**src/rtl/audio_tone_pkg.sv**
```systemverilog
// audio_tone_pkg
// Shared types and defaults for the multi-channel audio test-tone source.
//   wave_mode_t   : per-channel waveform select (saw/square/triangle/silent)
//   DEF_*         : default widths for the top-level parameters
//   spread_phase  : reset phase of channel ch when phases are spread evenly
package audio_tone_pkg;

    typedef enum logic [1:0] {
        WAVE_SAW      = 2'd0,
        WAVE_SQUARE   = 2'd1,
        WAVE_TRIANGLE = 2'd2,
        WAVE_SILENT   = 2'd3
    } wave_mode_t;

    localparam int DEF_BIT_WIDTH   = 16;
    localparam int DEF_CHANNELS    = 2;
    localparam int DEF_PHASE_WIDTH = 24;

    // ch * 2^pw / chans, computed wide so that pw up to 32 cannot overflow.
    function automatic logic [63:0] spread_phase(input int ch, input int chans, input int pw);
        return (64'(ch) << pw) / 64'(chans);
    endfunction

endpackage

```
**src/rtl/delta_sigma_dac.sv**
```systemverilog
// delta_sigma_dac
// First-order delta-sigma modulator: turns an unsigned sample word into a
// 1-bit stream whose ones density is level / 2^BIT_WIDTH.
//   clk_audio : sample clock
//   reset_n   : asynchronous active-low reset
//   level     : unsigned sample word
//   pwm       : bitstream (carry of the accumulator)
module delta_sigma_dac #(
    parameter int BIT_WIDTH = 16
) (
    input  logic                 clk_audio,
    input  logic                 reset_n,
    input  logic [BIT_WIDTH-1:0] level,
    output logic                 pwm
);

    logic [BIT_WIDTH:0] r_acc;

    // The carry is dropped each cycle and becomes the output bit; the residue
    // keeps the quantisation error for the next sample.
    always_ff @(posedge clk_audio or negedge reset_n) begin
        if (!reset_n) r_acc <= '0;
        else          r_acc <= {1'b0, r_acc[BIT_WIDTH-1:0]} + {1'b0, level};
    end

    assign pwm = r_acc[BIT_WIDTH];

endmodule

```
**src/rtl/audio_tone_gen.sv**
```systemverilog
// audio_tone_gen
// Multi-channel audio test-tone source. Each channel runs a phase
// accumulator, shapes it into saw/square/triangle/silence, registers the
// sample word and drives a delta-sigma PWM pin.
// Optional build macro AUDIO_TONE_GEN_VOLUME_EN adds a per-channel 4-bit
// right-shift volume control.
//   clk_audio : one sample per rising edge
//   reset_n   : asynchronous active-low reset
//   enable    : 1 = run, 0 = freeze phase and mute
//   mode      : 2 bits per channel, wave_mode_t
//   phase_inc : PHASE_WIDTH bits per channel, phase step per sample
//   volume    : (AUDIO_TONE_GEN_VOLUME_EN only) 4 bits per channel, shift
//   level     : BIT_WIDTH bits per channel, registered sample word
//   pwm       : 1 bit per channel, delta-sigma bitstream
module audio_tone_gen
    import audio_tone_pkg::*;
#(
    parameter int BIT_WIDTH    = DEF_BIT_WIDTH,
    parameter int CHANNELS     = DEF_CHANNELS,
    parameter int PHASE_WIDTH  = DEF_PHASE_WIDTH,
    parameter int PHASE_SPREAD = 0
) (
    input  logic                            clk_audio,
    input  logic                            reset_n,
    input  logic                            enable,
    input  logic [2*CHANNELS-1:0]           mode,
    input  logic [PHASE_WIDTH*CHANNELS-1:0] phase_inc,
`ifdef AUDIO_TONE_GEN_VOLUME_EN
    input  logic [4*CHANNELS-1:0]           volume,
`endif
    output logic [BIT_WIDTH*CHANNELS-1:0]   level,
    output logic [CHANNELS-1:0]             pwm
);

    for (genvar g = 0; g < CHANNELS; g++) begin : g_ch
        localparam logic [PHASE_WIDTH-1:0] RST_PHASE =
            (PHASE_SPREAD != 0) ? PHASE_WIDTH'(spread_phase(g, CHANNELS, PHASE_WIDTH)) : '0;

        logic [PHASE_WIDTH-1:0] r_phase;
        logic [PHASE_WIDTH-1:0] r_inc;
        wave_mode_t             r_mode;
        logic [BIT_WIDTH-1:0]   r_level;
        logic [PHASE_WIDTH:0]   w_sum;
        logic                   w_load;
        logic [BIT_WIDTH-1:0]   w_tri;
        logic [BIT_WIDTH-1:0]   w_wave;
        logic [BIT_WIDTH-1:0]   w_shaped;

        assign w_sum = {1'b0, r_phase} + {1'b0, r_inc};

        // Shadow registers only change on a period boundary, while muted, or
        // when idle (inc == 0), so a running tone never glitches mid-period.
        assign w_load = (enable && w_sum[PHASE_WIDTH]) || !enable || (r_inc == '0);

        always_ff @(posedge clk_audio or negedge reset_n) begin
            if (!reset_n) begin
                r_phase <= RST_PHASE;
                r_inc   <= '0;
                r_mode  <= WAVE_SILENT;
            end else begin
                if (enable) r_phase <= w_sum[PHASE_WIDTH-1:0];
                if (w_load) begin
                    r_inc  <= phase_inc[g*PHASE_WIDTH +: PHASE_WIDTH];
                    r_mode <= wave_mode_t'(mode[2*g +: 2]);
                end
            end
        end

        // Triangle folds the second half of the period back down.
        assign w_tri = r_phase[PHASE_WIDTH-1] ? ~r_phase[PHASE_WIDTH-2 -: BIT_WIDTH]
                                              :  r_phase[PHASE_WIDTH-2 -: BIT_WIDTH];

        always_comb begin
            w_wave = '0;
            case (r_mode)
                WAVE_SAW:      w_wave = r_phase[PHASE_WIDTH-1 -: BIT_WIDTH];
                WAVE_SQUARE:   w_wave = r_phase[PHASE_WIDTH-1] ? '0 : '1;
                WAVE_TRIANGLE: w_wave = w_tri;
                default:       w_wave = '0;
            endcase
        end

`ifdef AUDIO_TONE_GEN_VOLUME_EN
        logic [3:0] r_vol;

        always_ff @(posedge clk_audio or negedge reset_n) begin
            if (!reset_n)    r_vol <= '0;
            else if (w_load) r_vol <= volume[4*g +: 4];
        end

        // Shift of 15 is treated as full mute rather than leaving the MSB.
        assign w_shaped = (r_vol >= 4'd15) ? '0 : (w_wave >> r_vol);
`else
        assign w_shaped = w_wave;
`endif

        always_ff @(posedge clk_audio or negedge reset_n) begin
            if (!reset_n)    r_level <= '0;
            else if (enable) r_level <= w_shaped;
            else             r_level <= '0;
        end

        assign level[g*BIT_WIDTH +: BIT_WIDTH] = r_level;

        delta_sigma_dac #(
            .BIT_WIDTH (BIT_WIDTH)
        ) u_dac (
            .clk_audio (clk_audio),
            .reset_n   (reset_n),
            .level     (r_level),
            .pwm       (pwm[g])
        );
    end

endmodule

```
**config.mk**
```make
export PLATFORM = sky130hd
export DESIGN_NAME = audio_tone_gen
export DESIGN_NICKNAME = d
export VERILOG_FILES = /design/src/rtl/audio_tone_pkg.sv /design/src/rtl/delta_sigma_dac.sv /design/src/rtl/audio_tone_gen.sv
export SDC_FILE = /design/constraint.sdc
export NUM_CORES = 1
export LEC_CHECK = 0
export CORE_ASPECT_RATIO = 1.4
export CORE_MARGIN = 3
export CORE_UTILIZATION = 25
export DETAILED_ROUTE_END_ITERATION = 12
export DONT_BUFFER_PORTS = 1
export PLACE_DENSITY = 0.39
export SLEW_MARGIN = 20
export SYNTH_ARGS = -nofsm -noshare
export SYNTH_HDL_FRONTEND = slang
export SYNTH_SLANG_ARGS = --single-unit
```
**constraint.sdc**
```tcl
create_clock -name clk_audio -period 5.1 [get_ports clk_audio]
set_input_delay 1.53 -clock clk_audio [delete_from_list [all_inputs] [get_ports clk_audio]]
set_output_delay 1.53 -clock clk_audio [all_outputs]
set_load 0.01 [all_outputs]
```
* Yosys cells after proc, flatten, opt, wreduce, memory -nomap -nowiden
Index checks and enable logic that the tools add are counted.
** Operators by class
- Bitwise operators :: 2
- Reductions and logical operators :: 11
- Equal/unequal tests :: 4
- Multiplexer cells :: 8
- Add/sub/neg operators :: 4
** Operators by type and width (number)
- two-way mux 16 bit :: 6
- one-hot mux 16 bit (3 select lines) :: 2
- adder 24 x 24 -> 25 bit :: 2
- zero test 24 bit :: 2
- adder 16 x 16 -> 17 bit :: 2
- NOT 16 bit :: 2
- equality test 2 x 1 -> 1 bit, second input constant :: 2
- equality test 2 bit, second input constant :: 2
- zero test 2 bit :: 2
- logical OR 1 bit :: 4
- logical AND 1 bit :: 2
- zero test 1 bit :: 1
** Word-level totals
- Flip-flop bits (word level) :: 166
- Word-level logic and storage cells :: 39

* Logic depth before layout (Yosys ltp)
Gate-level depths: netlist (run 1).
- Depth after elaboration :: 4
- Mapped depth :: 10

* By module
A second synthesis (run 1) with hierarchy kept.
** Unflattened totals
- Cells, all modules :: 1018
- Area, all modules :: 10378.7 um2
** Modules (own cells, without submodules)
- audio_tone_gen :: area each 8003.9 um2, times used 1, cells each 780, seq. area each 3308.2 um2
- delta_sigma_dac :: area each 1187.4 um2, times used 2, cells each 119, seq. area each 425.4 um2

* Worst setup path after synthesis (run 1)
No wires, ideal clock.
- Path kind :: in2reg
- Start :: input enable
- End :: register g_ch[1].r_inc[10]
- Required time :: 4.975 ns
- Path slack :: 1.886 ns
- Arrival :: 3.089 ns
- Setup time :: 0.125 ns
- Stages on the path :: 6
- Path through :: clkbuf_1 inv_1 or4_1 a31oi_4 buf_6 mux2_2
** On the way
- Longest elaborated chain between the ends :: 3
- Elaborated cells on any way between the ends :: 4
- Classes of those cells :: reduce/logical: 4
** Ends and longest elaborated chain
- from (decl) :: line audio_tone_gen.sv:25 : input logic enable,
- logical AND 1 bit or zero test 1 bit (tied branches) :: line audio_tone_gen.sv:53 : assign w_load = (enable && w_sum[PHASE_WIDTH]) || !enable || (r_inc == '0);
- logical OR 1 bit * (2 in series) :: line audio_tone_gen.sv:53
- to (signal assigned) :: line audio_tone_gen.sv:63 : r_inc <= phase_inc[g*PHASE_WIDTH +: PHASE_WIDTH];
- to (decl) :: line audio_tone_gen.sv:40 : logic [PHASE_WIDTH-1:0] r_inc;
Every way passes the cells marked *; elsewhere a longest branch is shown, timed or not.
A chain may end at the register's enable or synchronous reset.

* Worst setup path after layout (run 1)
- Start :: register g_ch[1].r_inc[0]
- End :: register g_ch[1].r_inc[2]
** On the way
- Longest elaborated chain between the ends :: 4
- Elaborated cells on any way between the ends :: 5
- Classes of those cells :: add/sub: 1; reduce/logical: 4
** Ends and longest elaborated chain
- adder 24 x 24 -> 25 bit :: line audio_tone_gen.sv:49 : assign w_sum = {1'b0, r_phase} + {1'b0, r_inc};
- logical AND 1 bit :: line audio_tone_gen.sv:53
- logical OR 1 bit :: line audio_tone_gen.sv:53
- logical OR 1 bit * :: line audio_tone_gen.sv:53
Marked as above.

==> results of run 1 <==
==> area by class of cell <==
cell class	instances	area, µm²	area share, %
well taps	528	660.6	5.914
inverters	19	71.32	0.6384
repair buffers	2	15.01	0.1344
flip-flops and latches	166	4159	37.23
multi-input cells	765	5635	50.45
clock buffers	23	488.0	4.368
diodes	1	2.502	0.02240
clock inverters	9	138.9	1.243
==> worst max-delay path: cells and delay by family, from the launching register on <==
| family | cells | cell delay, ns |
|---|---|---|
| simple gates | 2 | 0.36 |
| mux | 1 | 0.41 |
| compound gates | 4 | 1.57 |
| flops | 1 | 0.39 |
| fa+ha+maj | 2 | 0.63 |
==> sequential cells by signal, summed over array words and instances, names as in the netlist <==
| signal | cells |
|---|---|
| g_ch.u_dac.r_acc | 34 |
| g_ch.r_mode | 4 |
| g_ch.r_phase | 48 |
| g_ch.r_level | 32 |
| g_ch.r_inc | 48 |
==> placed cells by master, fill, tap and decap left out, drive strengths merged, types with 3 or more instances in the layout <==
cell type	netlist	routed
a211oi	15	15
a21boi	5	5
a21o	34	34
a21oi	131	131
a221o	5	5
a31oi	5	5
and2	5	5
and3	4	4
and4	4	4
bufinv	0	3
clkbuf	30	23
clkinvlp	0	3
dfrtp	162	162
dfstp	4	4
fa	4	4
ha	80	80
inv	19	21
mux2	87	87
nand2	50	50
nand3	13	13
nand4	5	5
nor2	99	99
nor2b	6	6
nor3	5	5
nor4	14	14
o211ai	3	3
o21a	8	8
o21ai	42	42
o21bai	12	12
o22a	30	30
o2bb2ai	3	3
o31ai	7	7
xnor2	43	43
xor2	23	23
==> kinds of logic after synthesis <==
| family | Yosys count | synth area share [%] |
|---|---|---|
| compound gates | 315 | 20.20 |
| fa+ha+maj | 84 | 10.76 |
| flops | 166 | 41.39 |
| mux | 88 | 9.888 |
| buf+inv | 62 | 2.565 |
| simple gates | 212 | 9.440 |
| xor+xnor | 66 | 5.753 |
==> metrics by stage <==
step | setup slack, ns | area, µm²
2_1_floorplan | 1.886 | 10050
3_3_place_gp | 1.549 | 10540
3_5_place_dp | 1.535 | 10540
4_1_cts | 1.549 | 11160
5_1_grt | 1.351 | 11170
6_report | 1.591 | 11170
==> final timing paths <==
check                                  startpoint                      to  slack [ns]
max                              g_ch[1].r_inc[0]        g_ch[1].r_inc[2]        1.59
min                        g_ch[0].u_dac.r_acc[0]  g_ch[0].u_dac.r_acc[0]        0.47
max reg2reg                      g_ch[1].r_inc[0]        g_ch[1].r_inc[2]        1.59
min reg2reg                g_ch[0].u_dac.r_acc[0]  g_ch[0].u_dac.r_acc[0]        0.47
max in group asynchronous                 reset_n  g_ch[1].u_dac.r_acc[3]        3.96
min in group asynchronous                 reset_n        g_ch[0].r_inc[6]        0.77
==> metal layers <==
layer	part of all wire (%)	vias up
li1	-	3591
met1	39	3653
met2	55	92
met3	3.2	30
met4	2.3	0
met5	0	-
==> metrics, run 1 <==
status complete, no violations; Post-synth top flop dfrtp_1; Period Utilization, post-route 68.80%; global placement routability congestion 0.7603; vias per cell 4.868; busiest layer in global routing met2; Fillers 4232; CTS max path bufs 2; worst-skew pair later-pin latency 0.45 ns; first-pass GRT wire length 43880 µm; met3 Resource Use GR 2.848%; Vert. Die Dim 243.2 µm; Distinct cells, synth 61; Hold Fails Final Rpt 0; I/O pin total 89; Worst setup EP type flop; Num CTS Buffers 17; core area 0.03949 mm²; CTS resizes 0; via count 7366; main area contributors after synthesis dfrtp_1 (40%), ha_1 (10%), mux2_2 (9.6%); Post-synth ARST share 100.0%; Initial DRT Pass Iterations 4; vias in the first global route 7877; share of layout cells above drive strength 1 13.52%; top-count cell post-synth dfrtp_1; residual DRC count 0; non-filler cells, final 1513; H-tree depth 4; Yosys top cell by area dfrtp_1; slowest stage delay, CP 0.82 ns; Peak Freq 0.2850 GHz; CTS sink cnt 166; Syn Area/Cell 10.12 µm²; DRC marker count from the first detailed-route iteration 258; Worst Max-Slew Pin Slew 1.009 ns; Hold Path Depth 1; worst hold margin 0.4695 ns; Max Slew Vio Count 0; CTS tree yes; global route overflow 0; layout overhead on the synthesized area 11.18%; Antenna Violating Nets Remaining 0; Syn. warnings 0; average routed wire per standard cell 17.93 µm; routed wire length 27130 µm; Post-synth top cells dfrtp_1 (162), a21oi_1 (131), nor2_1 (99); RSZ-0062 raised after global routing false; # setup viols final 0; Critical-path top delay cell a31oi_4; Starting Density 25.44%; initial antenna violation count 1; M1 GR Usage 14.07%; # Post-CTS Setup Buffers 0; CP cell instances ha_1 -> fa_1 -> a21o_1 -> a211o_1 -> and3_1 -> o2111ai_1 -> nand2_1 -> a31oi_4 -> mux2_2; Worst Skew 0.01456 ns; Crit Path Max Fanout 26; gr usage total 13.16%; synthesized area 0.01005 mm²; pin count of the biggest net entering global routing 167; nets 1110; placed insts 1480; Seq/Total Area, Yosys 41.39%; Setup crit start kind flop; critical path arrival 3.83 ns; FP Rows 86; Gate Count Post-Synth 993; Setup Crit Path Kind flop to flop; clk slew on worst S/H paths 0.07 ns; die footprint 0.04266 mm²; CP Data Required Time 5.42 ns; count of state elements after synthesis 166; top-area cell type share of the netlist area 40.35%; Max Cap Viol 0; port buffer count 0; DP Wirelength 19950 µm; post-cts hold buffer count 0; setup_tns 0 ns; Reg2Reg Depth 9; Syn Nets 1132; Hold WC Path Type flop to flop; max_slew headroom 32.51%; M2 GR Usage 25.13%; EDFF count, synth 0; Root Driver clkbuf_16; Die Span X 175.4 µm; final core occ 28.29%; Tmin final 3.509 ns
Power of run 1 is not shown: default switching activity piles up to over one toggle a cycle in this logic, so the estimate is an artifact.
==> run 2, diff against run 1 <==
Settings changed: PLACE_DENSITY 0.39 to 0.41.
Clock period 5.1 ns to 3.13 ns, I/O delays scaled along.
==> run 2 against run 1 <==
Effect of this change: core utilization is 0.37 points higher; register-to-register slack worse by 1.4 ns; highest routed layer is now met5; critical path type unchanged; sequential share of layout area is 0.48 points lower; final cell count is 1.1% higher; clock skew is 0.0041 ns lower; maximum frequency is 18% higher; design area is 1.3% higher; worst setup slack worse by 1.4 ns; via count is 1.3% higher; die area stayed put; first-iteration DRC count is 22% higher.
==> metrics, run 2 (synthesized netlist as in run 1, its figures left out) <==
status complete, no violations; commonest non-fill, non-tap cell in the layout dfrtp_1; vias per cell 4.880; Hold Fails Final Rpt 0; Period Utilization, post-route 95.32%; Max Used Layer met5; gr usage total 13.00%; Initial DRT Pass Iterations 5; RSZ-0062 raised after global routing false; Worst Max-Slew Pin Slew 0.6120 ns; first-pass GRT wire length 43290 µm; Ant. Diodes 0; Hold WC Path Type input pin to async pin; global route overflow 0; average routed wire per standard cell 17.99 µm; Setup crit start kind flop; Max Cap Viol 0; via count 7462; worst hold margin 0.1898 ns; Critical path origin g_ch[1].r_phase[0]; post-cts hold buffer count 0; routed wire length 27500 µm; CP Data Required Time 3.46 ns; Peak Freq 0.3352 GHz; met1 WL 10740 µm; CTS sink cnt 166; core area 0.03949 mm²; setup_tns 0 ns; nets 1127; port buffer count 0; Worst Skew 0.01050 ns; Starting Density 25.44%; Max Slew Vio Count 0; # setup viols final 0; Crit Path Max Fanout 6; global placement routability congestion 0.8456; Reg2Reg Depth 11; DP Wirelength 20130 µm; layout overhead on the synthesized area 12.63%; Critical R2R Launch g_ch[1].r_phase[0]; critical path arrival 3.32 ns; vias in the first global route 7832; Root Driver clkbuf_16; share of layout cells above drive strength 1 15.28%; reg2reg end g_ch[1].r_inc[1]; Worst setup EP type flop; worst-skew pair later-pin latency 0.45 ns; H-tree depth 4; Antenna Violating Nets Remaining 0; CTS max path bufs 2; commonest non-fill, non-tap cells in the layout dfrtp_1 (162), a21oi_1 (131), nor2_1 (99), mux2_2 (86), ha_1 (80); initial antenna violation count 3; Critical Path End g_ch[1].r_inc[1]; die footprint 0.04266 mm²; max_slew headroom 58.82%; pin count of the biggest net entering global routing 167; met2 wire len 14980 µm; met3 WL 980 µm; Setup Crit Path Kind flop to flop; clk slew on worst S/H paths 0.07 ns; final core occ 28.65%; Tmin final 2.983 ns; DRC marker count from the first detailed-route iteration 316; largest registers g_ch.r_inc (48), g_ch.r_phase (48), g_ch.u_dac.r_acc (34); residual DRC count 0; FP Rows 86; Vert. Die Dim 243.2 µm; CTS tree yes; Num CTS Buffers 17; Worst R2R Setup Slack 0.15 ns; Die Span X 175.4 µm; I/O pin total 89
-- run 2: worst min-delay path by stage --
stage	endpoint	slack, ns	cells after the start
5_1_grt	g_ch[0].r_inc[10]	0.15	0
2_1_floorplan	g_ch[0].u_dac.r_acc[0]	0.44	1
3_3_place_gp	g_ch[1].u_dac.r_acc[0]	0.45	1
6_report	g_ch[0].r_inc[5]	0.19	0
4_1_cts	g_ch[0].r_phase[23]	0.15	0
3_5_place_dp	g_ch[0].u_dac.r_acc[0]	0.46	1
-- run 2: layer usage --
metal,GRT usage (%),up-vias
met1,13.66,3667
met4,5.383,2
met3,3.114,38
li1,-,3634
met5,0,-
met2,24.49,121
-- run 2: cell type report --
class	count	area [µm²]
clock buffers	18	429.2
clock inverters	14	140.1
fillers	4158	28170
inverters	19	71.32
multi-input cells	765	5649
flip-flops and latches	166	4159
well taps	528	660.6
repair buffers	19	206.4
-- run 2: timing repair --
item,4_1_cts,5_1_grt
endpoints found under the setup margin,0,38
resized for setup,0,4
buffers inserted,0,1
-- run 2: metrics by stage --
stage                     cell area (µm²)  setup slack [ns]  std cells
after floorplan                     10050            0.2408        993
after global placement              10650           0.08957       1493
after detailed placement            10650           0.06921       1493
after CTS                           11220           0.05671       1525
after global routing                11320          0.008352       1529
final                               11320            0.1466       1529
-- run 2: critical path, stage by stage, from the launching register on --
cell and delay [ns]:
dfrtp_1 0.38, ha_1 0.24, fa_2 0.36, a21o_1 0.17
a211o_1 0.34, and3_1 0.21, o2111ai_2 0.20, nand2_2 0.11
a31oi_4 0.21, buf_12 0.15, clkbuf_16 0.15, mux2_2 0.32
Power of run 2 is left out for the same reason.
